## config.mk

```make
export PLATFORM = sky130hd
export DESIGN_NAME = spi_master_gen
export DESIGN_NICKNAME = d
export VERILOG_FILES = /design/src/rtl/spi_master_gen_pkg.sv /design/src/rtl/spi_master_gen_clk_div.sv /design/src/rtl/spi_master_gen.sv
export SDC_FILE = /design/constraint.sdc
export NUM_CORES = 1
export LEC_CHECK = 0
export ABC_CLOCK_PERIOD_IN_PS = 4700
export CORE_UTILIZATION = 40
export DETAILED_ROUTE_END_ITERATION = 7
export PLACE_DENSITY = 0.62
export SKIP_LAST_GASP = 1
export SLEW_MARGIN = 10
export SYNTH_ARGS = -nofsm -noshare
export SYNTH_HDL_FRONTEND = slang
export SYNTH_SLANG_ARGS = --single-unit
```

## constraint.sdc

```tcl
create_clock -name clk -period 4.7 [get_ports clk]
set_input_delay 0.94 -clock clk [delete_from_list [all_inputs] [get_ports clk]]
set_output_delay 0.94 -clock clk [all_outputs]
set_load 0.03 [all_outputs]
```

## src/rtl/spi_master_gen_pkg.sv

```systemverilog
// Shared types and helpers for the parametrised SPI master.
// Optional receive path: define SPI_MASTER_GEN_MISO_EN.
package spi_master_gen_pkg;

  typedef enum logic [2:0] {
    ST_IDLE,
    ST_SETUP,
    ST_SHIFT,
    ST_HOLD,
    ST_KEEP,
    ST_GAP
  } state_t;

  localparam logic [1:0] SPI_MODE_0 = 2'b00;
  localparam logic [1:0] SPI_MODE_1 = 2'b01;
  localparam logic [1:0] SPI_MODE_2 = 2'b10;
  localparam logic [1:0] SPI_MODE_3 = 2'b11;

  function automatic bit params_ok(
    input int data_w,
    input int clk_div,
    input int num_cs,
    input int gap_half
  );
    return data_w >= 4 && data_w <= 32 &&
           clk_div >= 2 &&
           num_cs >= 1 && num_cs <= 8 &&
           gap_half >= 1;
  endfunction

endpackage

```

## src/rtl/spi_master_gen_clk_div.sv

```systemverilog
// Half-period tick generator for the SPI master.
// Counts only while enabled; clear or disable returns it to zero.
module spi_clk_div
  import spi_master_gen_pkg::*;
#(
  parameter int DIV = 5
) (
  input  logic clk,
  input  logic reset,
  input  logic en,
  input  logic clr,
  output logic tick
);

  localparam int CW = $clog2(DIV);

  logic [CW-1:0] cnt;

  assign tick = en && (cnt == CW'(DIV - 1));

  always_ff @(posedge clk) begin
    if (reset || clr || !en) begin
      cnt <= '0;
    end else if (tick) begin
      cnt <= '0;
    end else begin
      cnt <= cnt + 1'b1;
    end
  end

endmodule

```

## src/rtl/spi_master_gen.sv

```systemverilog
// Parametrised SPI master with CS bursts and a DC flag per word.
// Optional MISO receive path: define SPI_MASTER_GEN_MISO_EN.
module spi_master_gen
  import spi_master_gen_pkg::*;
#(
  parameter int DATA_W    = 8,
  parameter int CLK_DIV   = 5,
  parameter int NUM_CS    = 1,
  parameter bit CPOL      = 1'b0,
  parameter bit CPHA      = 1'b0,
  parameter bit LSB_FIRST = 1'b0,
  parameter int GAP_HALF  = 2
) (
  input  logic                    clk,
  input  logic                    reset,
  input  logic                    tx_valid,
  output logic                    tx_ready,
  input  logic [DATA_W-1:0]       tx_data,
  input  logic                    tx_dc,
  input  logic [$clog2(NUM_CS):0] tx_cs_sel,
  input  logic                    tx_keep,
  output logic                    tx_done,
  output logic                    busy,
  output logic                    sck,
  output logic                    mosi,
  output logic [NUM_CS-1:0]       cs_n,
  output logic                    dc
`ifdef SPI_MASTER_GEN_MISO_EN
  ,
  input  logic                    miso,
  output logic [DATA_W-1:0]       rx_data,
  output logic                    rx_valid
`endif
);

  localparam int SW  = $clog2(NUM_CS) + 1;
  localparam int HCW = $clog2(2 * DATA_W);
  localparam int GCW = $clog2(GAP_HALF) + 1;

  if (!params_ok(DATA_W, CLK_DIV, NUM_CS, GAP_HALF)) begin : g_param_err
    $error("spi_master_gen: parameter out of range");
  end

  state_t            state;
  logic [DATA_W-1:0] sr;
  logic [HCW-1:0]    hc;
  logic [GCW-1:0]    gc;
  logic [SW-1:0]     sel;
  logic              keep_l;
  logic              tick;
  logic              en;
  logic              accept;
  logic              lead;
  logic              trail;

  function automatic logic sel_ok(input logic [SW-1:0] s);
    return int'(s) < NUM_CS;
  endfunction

  function automatic logic [NUM_CS-1:0] cs_vec(input logic [SW-1:0] s);
    return sel_ok(s) ? ~(NUM_CS'(1) << s) : '1;
  endfunction

  function automatic logic first_bit(input logic [DATA_W-1:0] v);
    return LSB_FIRST ? v[0] : v[DATA_W-1];
  endfunction

  function automatic logic [DATA_W-1:0] nxt(input logic [DATA_W-1:0] v);
    return LSB_FIRST ? (v >> 1) : (v << 1);
  endfunction

  assign tx_ready = (state == ST_IDLE || state == ST_KEEP) && !reset;
  assign accept   = tx_valid && tx_ready;
  assign en       = !(state == ST_IDLE || state == ST_KEEP);
  assign lead     = tick && state == ST_SHIFT && !hc[0];
  assign trail    = tick && state == ST_SHIFT && hc[0];

  spi_clk_div #(
    .DIV(CLK_DIV)
  ) u_div (
    .clk  (clk),
    .reset(reset),
    .en   (en),
    .clr  (accept),
    .tick (tick)
  );

  always_ff @(posedge clk) begin
    if (reset) begin
      state   <= ST_IDLE;
      sck     <= CPOL;
      mosi    <= 1'b0;
      cs_n    <= '1;
      dc      <= 1'b0;
      tx_done <= 1'b0;
      busy    <= 1'b0;
      sr      <= '0;
      hc      <= '0;
      gc      <= '0;
      sel     <= '0;
      keep_l  <= 1'b0;
    end else begin
      tx_done <= 1'b0;
      unique case (state)
        ST_IDLE, ST_KEEP: begin
          if (accept) begin
            keep_l <= tx_keep;
            hc     <= '0;
            busy   <= 1'b1;
            if (CPHA) begin
              sr <= tx_data;
            end else begin
              mosi <= first_bit(tx_data);
              sr   <= nxt(tx_data);
            end
            // Within a burst the original chip select stays in force
            if (state == ST_IDLE) begin
              sel   <= tx_cs_sel;
              cs_n  <= cs_vec(tx_cs_sel);
              dc    <= sel_ok(tx_cs_sel) && tx_dc;
              state <= ST_SETUP;
            end else begin
              dc    <= sel_ok(sel) && tx_dc;
              state <= ST_SHIFT;
            end
          end
        end
        ST_SETUP: begin
          if (tick) state <= ST_SHIFT;
        end
        ST_SHIFT: begin
          if (tick) begin
            sck <= ~sck;
            hc  <= hc + 1'b1;
            if ((CPHA && lead) || (!CPHA && trail)) begin
              mosi <= first_bit(sr);
              sr   <= nxt(sr);
            end
            if (hc == HCW'(2 * DATA_W - 1)) state <= ST_HOLD;
          end
        end
        ST_HOLD: begin
          if (tick) begin
            tx_done <= 1'b1;
            mosi    <= 1'b0;
            sck     <= CPOL;
            if (keep_l) begin
              state <= ST_KEEP;
            end else begin
              state <= ST_GAP;
              gc    <= '0;
              cs_n  <= '1;
              dc    <= 1'b0;
            end
          end
        end
        ST_GAP: begin
          if (tick) begin
            gc <= gc + 1'b1;
            if (gc == GCW'(GAP_HALF - 1)) begin
              state <= ST_IDLE;
              busy  <= 1'b0;
            end
          end
        end
        default: state <= ST_IDLE;
      endcase
    end
  end

`ifdef SPI_MASTER_GEN_MISO_EN
  logic              m1;
  logic              m2;
  logic [DATA_W-1:0] rx_sr;
  logic              samp;

  assign samp = CPHA ? trail : lead;

  always_ff @(posedge clk) begin
    if (reset) begin
      m1       <= 1'b0;
      m2       <= 1'b0;
      rx_sr    <= '0;
      rx_data  <= '0;
      rx_valid <= 1'b0;
    end else begin
      m1       <= miso;
      m2       <= m1;
      rx_valid <= 1'b0;
      if (samp) begin
        rx_sr <= LSB_FIRST ? {m2, rx_sr[DATA_W-1:1]}
                           : {rx_sr[DATA_W-2:0], m2};
      end
      if (state == ST_HOLD && tick) begin
        rx_data  <= rx_sr;
        rx_valid <= 1'b1;
      end
    end
  end
`endif

endmodule
```

==> results.yml, run 1 <==
timing:
  skew_ns: 0.01642
  max_freq_ghz: 0.3099
  setup_viol: 0
  drv_slew: 0
  rsz0062_at_grt: "false"
  max_slew_margin: 0.3899
  fin_crit_sh: 0.6866
  hold_viol: 0
  fin_crit_ns: 3.227
  worst_pin_slew_ns: 0.9112
  fin_setup_tns_ns: 0
placement:
  dp_cells: 217
  port_buffers: 20
  detailed_place.area_sq_um: 1613
  routabilityCongestion: 0.7743
  dp_hpwl_microns: 2088
setup_path:
  cp.required_ns: 3.76
  timing.critical_path.buf_inv: 2
  cpMaxStageDelayCell: "clkdlybuf4s50_1"
  critPathArrivalTime_ns: 2.29
  endpoint_kind: "output pin"
  r2r_start: "state[1]$_SDFFE_PP0P_"
  cpPeakStageDelay_ns: 0.71
  rr_endpoint: "sr[7]$_SDFFE_PP0P_"
  cp-start-kind: "input pin"
  critPathKind: "input pin to output pin"
  cp_common_cell: "clkdlybuf4s50_1"
  rr_worst_depth: 4
  cp_top_family: "buffers and inverters"
  crit_fanout: 2
  worstPathCellList: "clkdlybuf4s50_1 > nor3_1 > clkdlybuf4s50_1"
  r2r_setup_slack_ns: 2.39
global_route:
  grt_pass1_vias: 1122
  grt_pass1_wl_microns: 5064
  grt_overflow_total: 0
  grt_usage: 0.1836
  grt_max_degree: 38
  antenna_found_initial: 0
clock_network:
  clk_pin_slew_worst_paths_ns: 0.14
  htree_levels: 1
  cts_resized: 0
  clock_latency_ns: 0.34
  postCtsHoldBufs: 0
  numCtsBuffers: 3
  post_cts_buffers: 0
  cts_tree: "done"
  clock_path_buffers: 2
  clkSinkCount: 27
  cts_root_buf: "clkbuf_4"
finish:
  final_common_cell: "dfxtp_1"
  fin_cells: 221
  final_cell_mix: "27 x dfxtp_1, 20 x clkdlybuf4s50_1, 14 x a21oi_1"
  fill_cells: 348
  n_antenna_cell: 0
  design_area_sq_um: 1640
  syn_to_final_growth_pct: 17.47
  nNetsFinal: 194
  layout-drive-gt1-share: 0.06857
detailed_routing:
  drcViolationCount: 0
  vias_per_cell: 5.502
  routed_wl_microns: 2974
  dr.pass1.iters: 4
  detail-route-antenna-nets: 0
  drtIter0Drc: 22
  vias: 1216
  wl_per_cell_microns: 13.46
synthesis:
  synth.cell_area_sq_um: 1396
  synth.avg_cell_area_sq_um: 8.673
  synth_edf_count: 0
  async_flop_share: 0
  synth_cell_types: 41
  synth_seq_cells: 27
  synth_nets: 179
  yosysWarnings: 0
  netlist_instances: 161
  synth_seq_area_share: 0.3871
  synthFlopType: "dfxtp_1"
floorplan:
  core_area_sq_um: 3337
  die_area_sq_um: 3731
  rows: 21
  fp.dieW_microns: 61.09
  start_util: 0.4184
  boundaryPins: 21
  die_h_microns: 61.09
power:
  power_density_nw_per_um2: 275.1
  vdd_ir_drop_max_v: 0.0001074
  total_power_mw: 0.4513
  p_leak_nw: 0.5673
worst_hold_path:
  hold_end: "sr[2]$_SDFFE_PP0P_"
  hp-start: "sr[2]$_SDFFE_PP0P_"
  whs_path_depth: 2
  hp-class: "register to register"
flow_run:
  max-cap-violations: 0
status:
  outcome: "complete, no violations"
-- area by class of cell --
| class | instances | area [sq um] | area share |
|---|---|---|---|
| Multi-Input combinational cell | 115 | 777.0 | 0.4737 |
| Clock buffer | 3 | 22.52 | 0.01373 |
| Timing Repair Buffer | 21 | 207.7 | 0.1266 |
| Tap cell | 46 | 57.56 | 0.03509 |
| Sequential cell | 27 | 540.5 | 0.3295 |
| Clock inverter | 1 | 5.005 | 0.003051 |
| Inverter | 8 | 30.03 | 0.01831 |
-- flip-flops by register name (all words and copies together), names as in the netlist --
register / count
gc: 2
sel: 1
hc: 4
sr: 7
sck: 1
state: 3
u_div.cnt: 3
tx_done: 1
dc: 1
keep_l: 1
mosi: 1
busy: 1
cs_n: 1
-- worst min-delay path, cell delays in order, from the launching register on --
cell and delay, ns:
dfxtp_1 0.34, nand2b_1 0.06, o21ai_0 0.06
-- through the flow --
step                hold WS, ns  setup slack [ns]  utilization
floorplan                0.4324             1.440            -
global placement         0.4484             1.484       0.4833
detailed placement       0.4658             1.475       0.4833
CTS                      0.4891             1.452       0.4916
global route             0.5144             1.388       0.4916
finish                   0.4881             1.473       0.4916
-- synth_stat cells (2+ instances only) --
cell | n | area share
a21oi_1 | 14 | 0.050
a311oi_1 | 2 | 0.013
and3_1 | 3 | 0.013
buf_2 | 3 | 0.011
clkbuf_1 | 6 | 0.016
dfxtp_1 | 27 | 0.39
ha_1 | 4 | 0.036
inv_1 | 8 | 0.022
mux2i_1 | 10 | 0.072
nand2_1 | 6 | 0.016
nand2b_1 | 8 | 0.036
nand3_1 | 3 | 0.011
nor2_1 | 12 | 0.032
nor2b_1 | 3 | 0.013
nor3_1 | 6 | 0.022
nor3b_1 | 2 | 0.011
o211ai_1 | 3 | 0.016
o21ai_0 | 10 | 0.036
or2_2 | 2 | 0.0090
or4_1 | 6 | 0.032
or4b_1 | 2 | 0.014
xor2_1 | 2 | 0.013
-- worst max-delay path by stage --
| stage | start | to | slack, ns | cells past startpoint |
|---|---|---|---|---|
| 6_report | reset | tx_ready | 1.47 | 3 |
| 3_5_place_dp | reset | tx_ready | 1.48 | 3 |
| 5_1_grt | reset | tx_ready | 1.39 | 3 |
| 4_1_cts | reset | tx_ready | 1.45 | 3 |
| 2_1_floorplan | reset | tx_ready | 1.44 | 5 |
| 3_3_place_gp | reset | tx_ready | 1.48 | 3 |
-- kinds of logic (layout without fill, tap and decap cells) --
logic type	Yosys count	after routing	synth area share
AOI/OAI and AO/OA	39	39	0.1730
muxes	11	11	0.07975
and+or+nand+nor	59	59	0.2554
buffers and inverters	19	33	0.05645
DFF	27	27	0.3871
xor gates and xnor gates	2	2	0.01255
adders and majority gates	4	4	0.03584
-- power breakdown --
group	internal, mW	total (mW)	switching (mW)
Combinational	0.0417	0.0843	0.0426
Sequential	0.242	0.262	0.0193
Clock	0.0321	0.105	0.0733
-- layer usage --
| metal | vias to the layer above | track usage | share of wire |
|---|---|---|---|
| li1 | 606 | - | - |
| met1 | 590 | 0.2598 | 0.50 |
| met2 | 15 | 0.2826 | 0.46 |
| met3 | 5 | 0.02311 | 0.023 |
| met4 | 0 | 0.07792 | 0.017 |
| met5 | - | 0 | 0 |
(Power assumes the default switching activity.)
==> inputs of run 2 (changes only) <==
--- a/config.mk
+++ b/config.mk
@@ -5,10 +5,10 @@
 export SDC_FILE = /design/constraint.sdc
 export NUM_CORES = 1
 export LEC_CHECK = 0
-export ABC_CLOCK_PERIOD_IN_PS = 4700
+export ABC_CLOCK_PERIOD_IN_PS = 2700
 export CORE_UTILIZATION = 40
 export DETAILED_ROUTE_END_ITERATION = 7
-export PLACE_DENSITY = 0.62
+export PLACE_DENSITY = 0.64
 export SKIP_LAST_GASP = 1
 export SLEW_MARGIN = 10
 export SYNTH_ARGS = -nofsm -noshare
==> constraint.sdc (replaced) <==
create_clock -name clk -period 2.7 [get_ports clk]
set_input_delay 0.54 -clock clk [delete_from_list [all_inputs] [get_ports clk]]
set_output_delay 0.54 -clock clk [all_outputs]
set_load 0.03 [all_outputs]
==> run 2 against run 1 <==
Sequential cell count is the same. Worst setup slack got worse by 0.92 ns. Non-clock buffer count increased by 5. Power is 74% higher. Count of clock-buffer cells in the layout up 1.
==> results.yml, run 2 (synthesis gave the netlist of run 1 again) <==
status:
  outcome: "complete, no violations"
finish:
  layout_top_registers: "sr (7), hc (4)"
  regArea_sq_um: 540.5
  nNetsFinal: 199
  final_common_cell: "dfxtp_1"
  final_cell_mix: "27 x dfxtp_1, 19 x clkdlybuf4s50_1, 14 x a21oi_1"
  top_register: "sr"
  syn_to_final_growth_pct: 19.89
  largest_reg_flops: 7
  layout-drive-gt1-share: 0.09444
  fin_cells: 226
  n_antenna_cell: 0
  multi_input_area_sq_um: 777.0
  design_area_sq_um: 1674
  fill_cells: 332
setup_path:
  crit_fanout: 11
  critPathArrivalTime_ns: 1.60
  cp_common_cell: "buf_4"
  endpoint_kind: "output pin"
  cpMaxStageDelayCell: "clkdlybuf4s50_1"
  cp.required_ns: 2.16
  cpPeakStageDelay_ns: 0.58
  worstPathCellList: "clkdlybuf4s50_1 > buf_4 > nor3_1 > buf_4"
  critPathKind: "input pin to output pin"
  cp-start-kind: "input pin"
placement:
  port_buffers: 20
  dp_cells: 222
  dp_hpwl_microns: 2183
  detailed_place.area_sq_um: 1648
  routabilityCongestion: 0.7798
clock_network:
  cts_tree: "done"
  clock_path_buffers: 2
  postCtsHoldBufs: 0
  clock_latency_ns: 0.32
  clkSinkCount: 27
  numCtsBuffers: 3
  cts_root_buf: "clkbuf_4"
  cts_resized: 0
  clk_pin_slew_worst_paths_ns: 0.14
  post_cts_buffers: 0
  htree_levels: 1
global_route:
  grt_pass1_wl_microns: 5250
  grt_usage: 0.1860
  grt_overflow_total: 0
  antenna_found_initial: 0
  grt_pass1_vias: 1129
  grt_max_degree: 18
floorplan:
  rows: 21
  start_util: 0.4184
  core_area_sq_um: 3337
  die_h_microns: 61.09
  die_area_sq_um: 3731
  boundaryPins: 21
  fp.dieW_microns: 61.09
timing:
  drv_slew: 0
  holdWs_ns: 0.4818
  fin_crit_sh: 0.7936
  worst_pin_slew_ns: 0.5920
  rsz0062_at_grt: "false"
  setup_viol: 0
  fin_setup_tns_ns: 0
  max_freq_ghz: 0.4667
  skew_ns: 0.004191
  hold_viol: 0
  fin_crit_ns: 2.143
  max_slew_margin: 0.6048
detailed_routing:
  wl_per_cell_microns: 13.08
  drtIter0Drc: 50
  dr.pass1.iters: 4
  drcViolationCount: 0
  routed_wl_microns: 2956
  vias_per_cell: 5.350
  detail-route-antenna-nets: 0
  vias: 1209
power:
  vdd_ir_drop_max_v: 0.0003250
  p_leak_nw: 0.5912
  power_density_nw_per_um2: 467.7
worst_hold_path:
  hp-class: "register to register"
flow_run:
  max-cap-violations: 0
## run 2: changes by cell type in the layout (fill, tap and decap cells not counted)
| cell | before | now |
|---|---|---|
| clkdlybuf4s50_1 | 20 | 19 |
| clkinv_2 | 1 | 0 |
| buf_4 | 1 | 7 |
| clkbuf_1 | 0 | 1 |
## run 2: final timing paths
check | from | endpoint | slack [ns] | depth (start not counted)
setup / recovery | reset | tx_ready | 0.56 | 4
hold reg to reg | sr[3]$_SDFFE_PP0P_ | sr[3]$_SDFFE_PP0P_ | 0.48 | 2
setup reg to reg | state[1]$_SDFFE_PP0P_ | sr[1]$_SDFFE_PP0P_ | 0.74 | 4
hold / removal | sr[3]$_SDFFE_PP0P_ | sr[3]$_SDFFE_PP0P_ | 0.48 | 2
## run 2: layout make-up
class                   instances  area share
clock buffers                   4     0.01570
inverters                       8     0.01794
multi-input cells             115      0.4641
flip-flops and latches         27      0.3229
well taps                      46     0.03438
repair buffers                 26      0.1450
## run 2: critical path, delay by kind of cell
| family | cells | cell delay (ns) |
|---|---|---|
| buffers and inverters | 3 | 1.00 |
| AND/OR/NAND/NOR | 1 | 0.06 |
## run 2: power by group
| part | switching, mW | internal [mW] |
|---|---|---|
| Sequential | 0.0273 | 0.422 |
| Clock | 0.115 | 0.0578 |
| Combinational | 0.0824 | 0.0783 |
| Total | 0.225 | 0.558 |
## run 2: metal layers
| metal | global-route usage | wire length [microns] |
|---|---|---|
| met1 | 0.2702 | 1444 |
| met2 | 0.2842 | 1376 |
| met3 | 0.02731 | 118 |
| met4 | 0.05844 | 17 |
| met5 | 0 | 0 |
## run 2: per-stage QoR
stage	utilization	total power [mW]	worst slack, ns
finish	0.5017	0.7830	0.5573
CTS	0.5017	0.7915	0.5453
floorplan	-	0.5539	0.2396
detailed placement	0.4938	0.6189	0.4709
global route	0.5017	0.8268	0.4907
global placement	0.4938	0.6146	0.4905
==> inputs of run 3 (changes only) <==
--- a/config.mk
+++ b/config.mk
@@ -5,7 +5,7 @@
 export SDC_FILE = /design/constraint.sdc
 export NUM_CORES = 1
 export LEC_CHECK = 0
-export ABC_CLOCK_PERIOD_IN_PS = 2700
+export ABC_CLOCK_PERIOD_IN_PS = 1700
 export CORE_UTILIZATION = 40
 export DETAILED_ROUTE_END_ITERATION = 7
 export PLACE_DENSITY = 0.64
==> constraint.sdc (replaced) <==
create_clock -name clk -period 1.7 [get_ports clk]
set_input_delay 0.34 -clock clk [delete_from_list [all_inputs] [get_ports clk]]
set_output_delay 0.34 -clock clk [all_outputs]
set_load 0.03 [all_outputs]
==> run 3 against run 2 <==
The flow now finishes with violations (setup timing). Routed wire length increased by 10%. Clock power grew 65%. Non-clock buffer count rose by 18. Die area unchanged. Utilization up 6.7 points. Global-route usage up 0.83 points. Critical endpoint is now sr[1]$_SDFFE_PP0P_.
==> results.yml, run 3 (synthesis gave the netlist of run 1 again) <==
setup_path:
  cpPeakStageDelay_ns: 0.53
  critPathKind: "register to register"
  cp.required_ns: 1.98
  endpoint_kind: "register"
  cpMaxStageDelayCell: "or4b_1"
  worstPathCellList: "inv_1 > ha_4 > nand4b_4 > o32a_1 > or4b_1 > a21oi_2"
  cp-start-kind: "register"
  critPathArrivalTime_ns: 1.99
  crit_fanout: 5
timing:
  max_freq_ghz: 0.5848
  drv_slew: 0
  rsz0062_at_grt: "true"
  skew_ns: 0.001701
  hold_viol: 0
  worst_pin_slew_ns: 0.3302
  worst_slack_ns: -0.01008
  holdWs_ns: 0.4856
  setup_viol: 1
  fin_crit_ns: 1.710
  fin_crit_sh: 1.006
  max_slew_margin: 0.7784
finish:
  final_common_cell: "dfxtp_1"
  final_cell_mix: "24 x dfxtp_1, 20 x buf_4, 13 x a21oi_1, 13 x clkdlybuf4s50_1, 12 x nor2_1"
  multi_input_area_sq_um: 823.3
  nNetsFinal: 218
  n_antenna_cell: 0
  top_register: "sr"
  regArea_sq_um: 549.3
  syn_to_final_growth_pct: 36.02
  largest_reg_flops: 7
  layout-drive-gt1-share: 0.2060
  fill_cells: 335
  fin_util: 0.5692
  layout_top_registers: "sr (7), hc (4)"
global_route:
  grt_pass1_wl_microns: 5451
  antenna_found_initial: 0
  grt_usage: 0.1943
  grt_overflow_total: 0
  grt_max_degree: 26
  grt_pass1_vias: 1207
detailed_routing:
  drcViolationCount: 0
  drtIter0Drc: 43
  vias: 1291
  detail-route-antenna-nets: 0
  dr.pass1.iters: 4
  vias_per_cell: 5.269
  wl_per_cell_microns: 13.29
  routed_wl_microns: 3255
status:
  violations: "setup timing"
  outcome: "finished, violations left"
floorplan:
  fp.dieW_microns: 61.09
  start_util: 0.4184
  die_area_sq_um: 3731
  boundaryPins: 21
  core_area_sq_um: 3337
  rows: 21
  die_h_microns: 61.09
flow_run:
  max-cap-violations: 0
clock_network:
  cts_tree: "done"
  numCtsBuffers: 3
  htree_levels: 1
  clk_pin_slew_worst_paths_ns: 0.14
  clock_path_buffers: 2
  clkSinkCount: 27
  cts_root_buf: "clkbuf_4"
  clock_latency_ns: 0.33
power:
  power_density_nw_per_um2: 698.6
  p_leak_nw: 0.7619
  vdd_ir_drop_max_v: 0.0002827
placement:
  routabilityCongestion: 0.8242
  port_buffers: 20
  dp_hpwl_microns: 2264
worst_hold_path:
  hp-class: "register to register"
## run 3: changes by cell type in the layout (fill, tap and decap cells not counted), sizes merged
| cell | delta |
|---|---|
| dlygate4sd2 | +2 |
| clkdlybuf4s50 | -6 |
| o32a | +1 |
| dlymetal6s2s | +4 |
| buf | +18 |
## run 3: worst max-delay path: cells and delay by family, from the launching register on
family                     cells  cell delay [ns]
adders and majority gates      1             0.17
buffers and inverters          1             0.09
and+or+nand+nor                2             0.65
AOI/OAI and AO/OA              2             0.41
DFF                            1             0.34
## run 3: power breakdown
group / switching, mW / leakage (nW) / internal (mW) / total [mW]
combinational: 0.174 / 0.525 / 0.175 / 0.350
clock: 0.194 / 0.0150 / 0.0922 / 0.286
sequential: 0.0207 / 0.221 / 0.671 / 0.691
total: 0.389 / 0.762 / 0.938 / 1.33
## run 3: area by class of cell
class                           count  share of cell area
Multi-Input combinational cell    116              0.4335
Tap cell                           46             0.03030
Clock buffer                        4             0.01383
Inverter                            8             0.01581
Sequential cell                    27              0.2892
Timing Repair Buffer               44              0.2174
## run 3: timing repair
item / 4_1_cts / 5_1_grt
setup endpoints to repair: 9 / 12
hold buffers: 0 / 0
buffers inserted: 0 / 4
gates resized for setup: 4 / 16
gates cloned: 1 / 0
pin swaps: 1 / 2
## run 3: final timing paths
check | start | to | slack, ns | depth (start not counted)
worst min register to register | sr[5]$_SDFFE_PP0P_ | sr[5]$_SDFFE_PP0P_ | 0.49 | 2
worst max register to register | u_div.cnt[0]$_SDFF_PP0_ | sr[1]$_SDFFE_PP0P_ | -0.01 | 6
worst min-delay path | sr[5]$_SDFFE_PP0P_ | sr[5]$_SDFFE_PP0P_ | 0.49 | 2
worst max-delay path | u_div.cnt[0]$_SDFF_PP0_ | sr[1]$_SDFFE_PP0P_ | -0.01 | 6
## run 3: through the flow
stage	cell area (sq um)	setup slack, ns	total power, mW	setup TNS (ns)	std cells
global placement	1764	-0.2513	1.017	-2.866	236
CTS	1802	-0.02400	1.306	-0.02400	241
global route	1899	-0.06118	1.406	-0.07285	245
detailed placement	1764	-0.2875	1.025	-3.541	236
finish	1899	-0.01008	1.327	-0.01008	245
floorplan	1409	0.02906	0.8861	0	161
## run 3: per-layer routing
layer / vias up / part of all wire / track usage / routed length (microns)
met2: 26 / 0.48 / 0.3028 / 1555
li1: 661 / - / - / -
met1: 601 / 0.48 / 0.2777 / 1549
met4: 0 / 0.0095 / 0.05195 / 31
met5: - / 0 / 0 / 0
met3: 3 / 0.036 / 0.03361 / 117
